$ cat src/rtl/sobel_pkg.sv
// Shared definitions for sobel_grad_pipe: kernel mode codes, per-mode tap weights
// and the unsigned saturating clamp used by the output stage.
package sobel_pkg;

    localparam logic [1:0] KSEL_SOBEL   = 2'd0;
    localparam logic [1:0] KSEL_PREWITT = 2'd1;
    localparam logic [1:0] KSEL_SCHARR  = 2'd2;

    typedef struct packed {
        logic [3:0] outer;
        logic [3:0] centre;
    } weights_t;

    // Code 3 is reserved and behaves as Sobel.
    function automatic logic [1:0] norm_mode(input logic [1:0] ksel);
        return (ksel == 2'd3) ? KSEL_SOBEL : ksel;
    endfunction

    function automatic weights_t kernel_weights(input logic [1:0] mode);
        weights_t wt;
        case (mode)
            KSEL_PREWITT: wt = '{outer: 4'd1, centre: 4'd1};
            KSEL_SCHARR:  wt = '{outer: 4'd3, centre: 4'd10};
            default:      wt = '{outer: 4'd1, centre: 4'd2};
        endcase
        return wt;
    endfunction

    // Clamp v to the unsigned range of a w-bit field; callers keep the low w bits.
    function automatic logic [31:0] sat_clamp(input logic [31:0] v, input int unsigned w);
        logic [31:0] max_v;
        max_v = (32'd1 << w) - 32'd1;
        return (v > max_v) ? max_v : v;
    endfunction

endpackage

$ cat src/rtl/sobel_grad_pipe_tap3_sum.sv
// sobel_tap3_sum: combinational weighted sum outer*a + centre*m + outer*b for one
// kernel side; DATA_WIDTH+4 bits holds the largest (Scharr, 16x) sum.
module sobel_tap3_sum
    import sobel_pkg::*;
#(
    parameter int DATA_WIDTH = 8
)(
    input  logic [1:0]            mode,
    input  logic [DATA_WIDTH-1:0] tap_a,
    input  logic [DATA_WIDTH-1:0] tap_m,
    input  logic [DATA_WIDTH-1:0] tap_b,
    output logic [DATA_WIDTH+3:0] sum
);
    localparam int SW = DATA_WIDTH + 4;

    weights_t wt;

    assign wt  = kernel_weights(mode);
    assign sum = SW'(wt.outer)  * SW'(tap_a)
               + SW'(wt.centre) * SW'(tap_m)
               + SW'(wt.outer)  * SW'(tap_b);

endmodule

$ cat src/rtl/sobel_grad_pipe.sv
// sobel_grad_pipe: 3-stage 3x3 gradient engine (Sobel/Prewitt/Scharr) with valid/ready
// backpressure. Define SOBEL_THRESH_EN to add the threshold input and out_edge flag.
module sobel_grad_pipe
    import sobel_pkg::*;
#(
    parameter int DATA_WIDTH = 8,
    parameter int OUT_WIDTH  = 12
)(
    input  logic                    clk,
    input  logic                    rst_n,
    input  logic [1:0]              kernel_sel,
    input  logic                    in_valid,
    output logic                    in_ready,
    input  logic [9*DATA_WIDTH-1:0] in_data,
    input  logic                    in_user,
    input  logic                    in_last,
    output logic                    out_valid,
    input  logic                    out_ready,
    output logic [OUT_WIDTH-1:0]    out_gx,
    output logic [OUT_WIDTH-1:0]    out_gy,
    output logic [OUT_WIDTH-1:0]    out_mag,
    output logic                    out_user,
    output logic                    out_last
`ifdef SOBEL_THRESH_EN
    ,
    input  logic [OUT_WIDTH-1:0]    threshold,
    output logic                    out_edge
`endif
);
    localparam int SW     = DATA_WIDTH + 4;
    localparam int STAGES = 3;

    if (OUT_WIDTH < DATA_WIDTH + 2 || OUT_WIDTH > 30 || SW > 31) begin : g_bad_width
        $error("sobel_grad_pipe: OUT_WIDTH must be >= DATA_WIDTH+2 (and fit the 32-bit clamp)");
    end

    typedef struct packed {
        logic [SW-1:0] px, nx, py, ny;
        logic          user, last;
`ifdef SOBEL_THRESH_EN
        logic [OUT_WIDTH-1:0] thr;
`endif
    } s1_t;

    typedef struct packed {
        logic [SW-1:0] dx, dy;
        logic          user, last;
`ifdef SOBEL_THRESH_EN
        logic [OUT_WIDTH-1:0] thr;
`endif
    } s2_t;

    function automatic logic [SW-1:0] abs_diff(input logic [SW-1:0] a, input logic [SW-1:0] b);
        return (a >= b) ? (a - b) : (b - a);
    endfunction

    logic                                 en;
    logic                                 frame_start;
    logic [STAGES:1]                      vld_q;
    logic [STAGES:0]                      vld_pipe;
    logic [1:0]                           mode_q, mode_eff;
    logic [2:0][2:0][DATA_WIDTH-1:0]      pix;   // [row][col]
    logic [3:0][2:0][DATA_WIDTH-1:0]      taps;  // sides: px, nx, py, ny
    logic [3:0][SW-1:0]                   sums;
    s1_t                                  s1_d, s1_q;
    s2_t                                  s2_d, s2_q;
    logic [OUT_WIDTH-1:0]                 gx_sat, gy_sat, mag_sat;
    logic [OUT_WIDTH:0]                   mag_sum;
    logic [31:0]                          gx_c, gy_c, mag_c;
`ifdef SOBEL_THRESH_EN
    logic [OUT_WIDTH-1:0]                 thr_q;
`endif

    assign vld_pipe    = {vld_q, in_valid};
    assign out_valid   = vld_q[STAGES];
    assign en          = !out_valid || out_ready;
    assign in_ready    = en;
    assign frame_start = in_valid && in_user;
    // A frame-start beat already computes with the mode it carries.
    assign mode_eff    = frame_start ? norm_mode(kernel_sel) : mode_q;

    for (genvar r = 0; r < 3; r++) begin : g_row
        for (genvar c = 0; c < 3; c++) begin : g_col
            assign pix[r][c] = in_data[(8 - (3*c + r))*DATA_WIDTH +: DATA_WIDTH];
        end
    end

    for (genvar i = 0; i < 3; i++) begin : g_taps
        assign taps[0][i] = pix[i][2];
        assign taps[1][i] = pix[i][0];
        assign taps[2][i] = pix[2][i];
        assign taps[3][i] = pix[0][i];
    end

    for (genvar s = 0; s < 4; s++) begin : g_side
        sobel_tap3_sum #(.DATA_WIDTH(DATA_WIDTH)) u_sum (
            .mode  (mode_eff),
            .tap_a (taps[s][0]),
            .tap_m (taps[s][1]),
            .tap_b (taps[s][2]),
            .sum   (sums[s])
        );
    end

    always_comb begin
        s1_d      = '0;
        s1_d.px   = sums[0];
        s1_d.nx   = sums[1];
        s1_d.py   = sums[2];
        s1_d.ny   = sums[3];
        s1_d.user = in_user;
        s1_d.last = in_last;
`ifdef SOBEL_THRESH_EN
        s1_d.thr  = frame_start ? threshold : thr_q;
`endif
    end

    always_comb begin
        s2_d      = '0;
        s2_d.dx   = abs_diff(s1_q.px, s1_q.nx);
        s2_d.dy   = abs_diff(s1_q.py, s1_q.ny);
        s2_d.user = s1_q.user;
        s2_d.last = s1_q.last;
`ifdef SOBEL_THRESH_EN
        s2_d.thr  = s1_q.thr;
`endif
    end

    // Summing the already-clamped parts gives the same clamped magnitude.
    always_comb begin
        gx_c    = sat_clamp(32'(s2_q.dx), OUT_WIDTH);
        gy_c    = sat_clamp(32'(s2_q.dy), OUT_WIDTH);
        gx_sat  = gx_c[OUT_WIDTH-1:0];
        gy_sat  = gy_c[OUT_WIDTH-1:0];
        mag_sum = {1'b0, gx_sat} + {1'b0, gy_sat};
        mag_c   = sat_clamp(32'(mag_sum), OUT_WIDTH);
        mag_sat = mag_c[OUT_WIDTH-1:0];
    end

    always_ff @(posedge clk or negedge rst_n) begin
        if (!rst_n) begin
            vld_q    <= '0;
            mode_q   <= KSEL_SOBEL;
            s1_q     <= '0;
            s2_q     <= '0;
            out_gx   <= '0;
            out_gy   <= '0;
            out_mag  <= '0;
            out_user <= 1'b0;
            out_last <= 1'b0;
`ifdef SOBEL_THRESH_EN
            thr_q    <= '1;
            out_edge <= 1'b0;
`endif
        end else if (en) begin
            vld_q    <= vld_pipe[STAGES-1:0];
            if (frame_start) mode_q <= norm_mode(kernel_sel);
            s1_q     <= s1_d;
            s2_q     <= s2_d;
            out_gx   <= gx_sat;
            out_gy   <= gy_sat;
            out_mag  <= mag_sat;
            out_user <= s2_q.user;
            out_last <= s2_q.last;
`ifdef SOBEL_THRESH_EN
            if (frame_start) thr_q <= threshold;
            out_edge <= (mag_sat > s2_q.thr);
`endif
        end
    end

endmodule

$ cat config.mk
export PLATFORM = sky130hd
export DESIGN_NAME = sobel_grad_pipe
export DESIGN_NICKNAME = d
export VERILOG_FILES = /design/src/rtl/sobel_pkg.sv /design/src/rtl/sobel_grad_pipe_tap3_sum.sv /design/src/rtl/sobel_grad_pipe.sv
export SDC_FILE = /design/constraint.sdc
export NUM_CORES = 1
export LEC_CHECK = 0
export CELL_PAD_IN_SITES_DETAIL_PLACEMENT = 0
export CELL_PAD_IN_SITES_GLOBAL_PLACEMENT = 1
export CORE_AREA = 8 8 174 217
export DETAILED_ROUTE_END_ITERATION = 12
export DIE_AREA = 0 0 182 225
export HOLD_SLACK_MARGIN = 0.03
export MAX_ROUTING_LAYER = met4
export PLACE_DENSITY = 0.88
export SETUP_SLACK_MARGIN = 0.02
export SLEW_MARGIN = 15
export SYNTH_ARGS = -nofsm -noshare
export SYNTH_HDL_FRONTEND = slang
export SYNTH_HIERARCHICAL = 1
export SYNTH_SLANG_ARGS = --single-unit
$ cat constraint.sdc
create_clock -name clk -period 4.5 [get_ports clk]
set_input_delay 0.9 -clock clk [delete_from_list [all_inputs] [get_ports clk]]
set_output_delay 0.9 -clock clk [all_outputs]
set_load 0.02 [all_outputs]
==> flow_summary.yaml <==
outcome:
  outcome: "finished with violations"
  violations: "setup timing"
timing:
  rsz0062_at_grt: "true"
  clock-skew-final_ns: 0.0138
  final.min_clock_period_ns: 5.01
  fin_tns_setup_ns: -10.84
  slew_headroom: 0.430
  finalSetupViolations: 32
  final_max_slew_viol_count: 0
  worst_pin_slew_ns: 0.855
  hold_violations: 0
  fin_ws_ns: -0.511
  period_share: 1.11
  fmax_mhz: 200
worst_setup_path:
  path_cells: "buf_6, nand2b_4, o21ai_4, buf_12, buf_6, nor2b_4, buf_12, nand2_4, fa_2, fa_1, inv_1, fa_1, inv_2, fa_1, inv_2, ha_4, a21o_1, a21oi_4, buf_6, o21ai_2, xor2_1, nand2_1, o21ai_1"
  start_kind: "input port"
  crit_cells: 23
  crit_arrival_ns: 5.29
  max_stage_delay_ns: 0.54
  ff2ff_path_depth: 23
  crit_fanout: 5
  startpoint: "kernel_sel[1]"
  critPathTopFamily: "adder cells"
  reg2reg_from: "mode_q[1]"
  path_class: "in2reg"
  critPathRequiredTime_ns: 4.77
  crit_buf_inv: 8
  cp-end-kind: "flip-flop"
  critPathSlowestCell: "fa_1"
worst_hold_path:
  hp-start: "out_gx[0]"
  hold_class: "reg2reg"
  whs_path_depth: 2
floorplanning:
  io-pin-count: 120
  rows: 76
  die_x_um: 182
  die_y_um: 225
  start_util: 0.414
  core_area_sq_um: 34200
  dieArea_sq_um: 41000
placed_design:
  dpl.hpwl_um: 30400
  routabilityCongestion: 0.903
  numPortBuffers: 111
synth:
  synthesis.area_sq_um: 14200
  ys.warnings.count: 6
  synth_area_per_cell_sq_um: 8.66
  syn-num-nets: 2025
  synth_seq_area_share: 0.210
  synth-main-ff-cell: "dfrtp_1"
  syn_inst: 1638
  synth_cell_type_count: 74
  synth-seq-cells: 119
  synth_edf_count: 0
  synthArstFlopShare: 1.00
global_route:
  grt_max_degree: 174
  grt_pass1_wl_um: 61300
  grt.met3_usage: 0.0211
  use_met2: 0.321
  track_usage: 0.189
  grt.overflow.total: 0
  grt_pass1_vias: 12200
  grt_busiest_layer: "met2"
  met1_usage: 0.223
  antenna_found_initial: 0
clock_tree:
  clk_pin_slew_ns: 0.06
  htreeDepth: 4
  cts_made_buffers: 17
  cts_max_path_buffers: 2
  cts_tree: "built"
  root_buffer: "clkbuf_16"
  clk_latency_ns: 0.41
  cts_sinks: 119
detailed_routing:
  vias: 11900
  dr.pass1.iters: 5
  wl_um: 37900
  wl_per_cell_um: 16.2
  drc_errors: 0
  viasPerCell: 5.07
  drt_iter0_markers: 640
  ant_nets: 0
layout:
  drive_above_1_share: 0.215
  n_antenna_cell: 0
  nFillCells: 2981
  num-nets-final: 2283
  area_growth_pct: 32.1
flow_run:
  maxCapViolCount: 0
## synthesized netlist by cell type, types with 4 or more instances
master / instances / area (sq um)
a21o_1: 10 / 75.1
a21oi_1: 70 / 350
a21oi_2: 6 / 52.6
a31oi_1: 7 / 43.8
and2_1: 101 / 632
and3_1: 9 / 56.3
buf_2: 12 / 60.1
buf_6: 4 / 45.0
clkbuf_1: 32 / 120
dfrtp_1: 119 / 2980
fa_1: 149 / 2980
ha_1: 158 / 1980
inv_1: 316 / 1190
mux2i_1: 14 / 140
nand2_1: 246 / 923
nand2b_1: 17 / 106
nand3_1: 22 / 110
nand3_2: 4 / 40.0
nand4_1: 10 / 62.6
nor2_1: 59 / 221
nor2b_1: 16 / 100
nor3_1: 15 / 75.1
o211ai_1: 9 / 67.6
o21a_1: 6 / 45.0
o21ai_0: 81 / 405
o21bai_1: 9 / 67.6
o22ai_1: 5 / 31.3
o31ai_1: 6 / 45.0
o41ai_2: 4 / 65.1
or3_1: 4 / 25.0
xnor2_1: 31 / 272
xor2_1: 20 / 175
## worst paths after layout
check | to | slack (ns)
worst max-delay path | s1_q[48] | -0.51
worst min-delay path | out_gx[0] | 0.46
worst max register to register | s1_q[13] | -0.20
worst min register to register | out_gx[0] | 0.46
max in group asynchronous | gy_sat[8] | 3.04
min in group asynchronous | out_gy[3] | 0.48
## cells by family (layout without fill, tap and decap cells)
group,count (synthesis),after routing,synth area share
adders and majority gates,307,307,0.350
AOI/OAI and AO/OA,258,258,0.121
and+or+nand+nor,518,520,0.175
muxes,17,17,0.0125
DFF,119,119,0.210
buffers and inverters,368,637,0.101
xor gates and xnor gates,51,51,0.0315
## cells in the final DEF, fill, tap and decap left out, types with 13 or more instances in the layout
cell type        instances
mux2i_1                 14
inv_2                   26
inv_1                  288
fa_1                   129
nand2_1                216
o21ai_1                 24
nor3_1                  15
a21oi_1                 66
nand2_2                 19
nor2_1                  56
ha_4                    28
o21ai_0                 53
dfrtp_1                119
xnor2_1                 25
ha_1                   128
fa_2                    20
and2_1                  93
nand3_1                 17
buf_4                  148
clkbuf_16               17
clkdlybuf4s50_1        106
buf_6                   24
nand2b_1                13
xor2_1                  17
## per-stage QoR
stage	cells	instance area, sq um	util	hold WS [ns]	setup slack (ns)
floorplan	1638	14600	-	0.430	-0.579
global placement	2261	17000	0.497	0.442	-1.34
detailed placement	2261	17000	0.497	0.452	-1.43
CTS	2326	18400	0.537	0.466	-0.473
global route	2338	18700	0.547	0.485	-0.647
finish	2338	18700	0.547	0.463	-0.511
## registers in the layout, summed over array words and instances, names as in the netlist
register,count
gx_sat,12
gy_sat,12
mode_q,2
out_gx,12
out_gy,12
out_last,1
out_mag,12
out_user,1
s1_q,50
s2_q,2
vld_q,3
## metal layers
metal	part of all wire	up-vias
li1	-	5743
met1	0.43	5768
met2	0.50	273
met3	0.030	76
met4	0.048	0
met5	0	-
## worst register-to-register path, stage by stage, from the launching register on
cell and delay, ns:
dfrtp_1 0.42, nand2_4 0.09, o21ai_4 0.08, buf_6 0.13, buf_12 0.12, nor2b_4 0.18
buf_12 0.14, buf_6 0.10, nand2_4 0.05, fa_1 0.50, inv_1 0.05, fa_1 0.46
fa_1 0.51, inv_1 0.05, fa_1 0.50, inv_2 0.05, ha_4 0.30, nand3_2 0.09
o211ai_4 0.23, buf_6 0.14, o221ai_2 0.10, xnor2_2 0.16, nand2_1 0.06, o21ai_0 0.08
## repair_timing
action,4_1_cts,5_1_grt
cloned,4,0
setup buffers,30,15
gates resized for setup,125,61
hold buffers,0,0
pin swaps,81,63
setup endpoints to repair,38,35
## cell type report
class	count	area, sq um	area share
clock buffers	20	447	0.0238
clock inverters	12	175	0.00935
inverters	316	1190	0.0636
multi-input cells	1153	10700	0.574
flip-flops and latches	119	2980	0.159
well taps	429	537	0.0287
repair buffers	289	2660	0.142
Power is not shown: default switching activity piles up to over one toggle a cycle in this logic, so the estimate is an artifact.
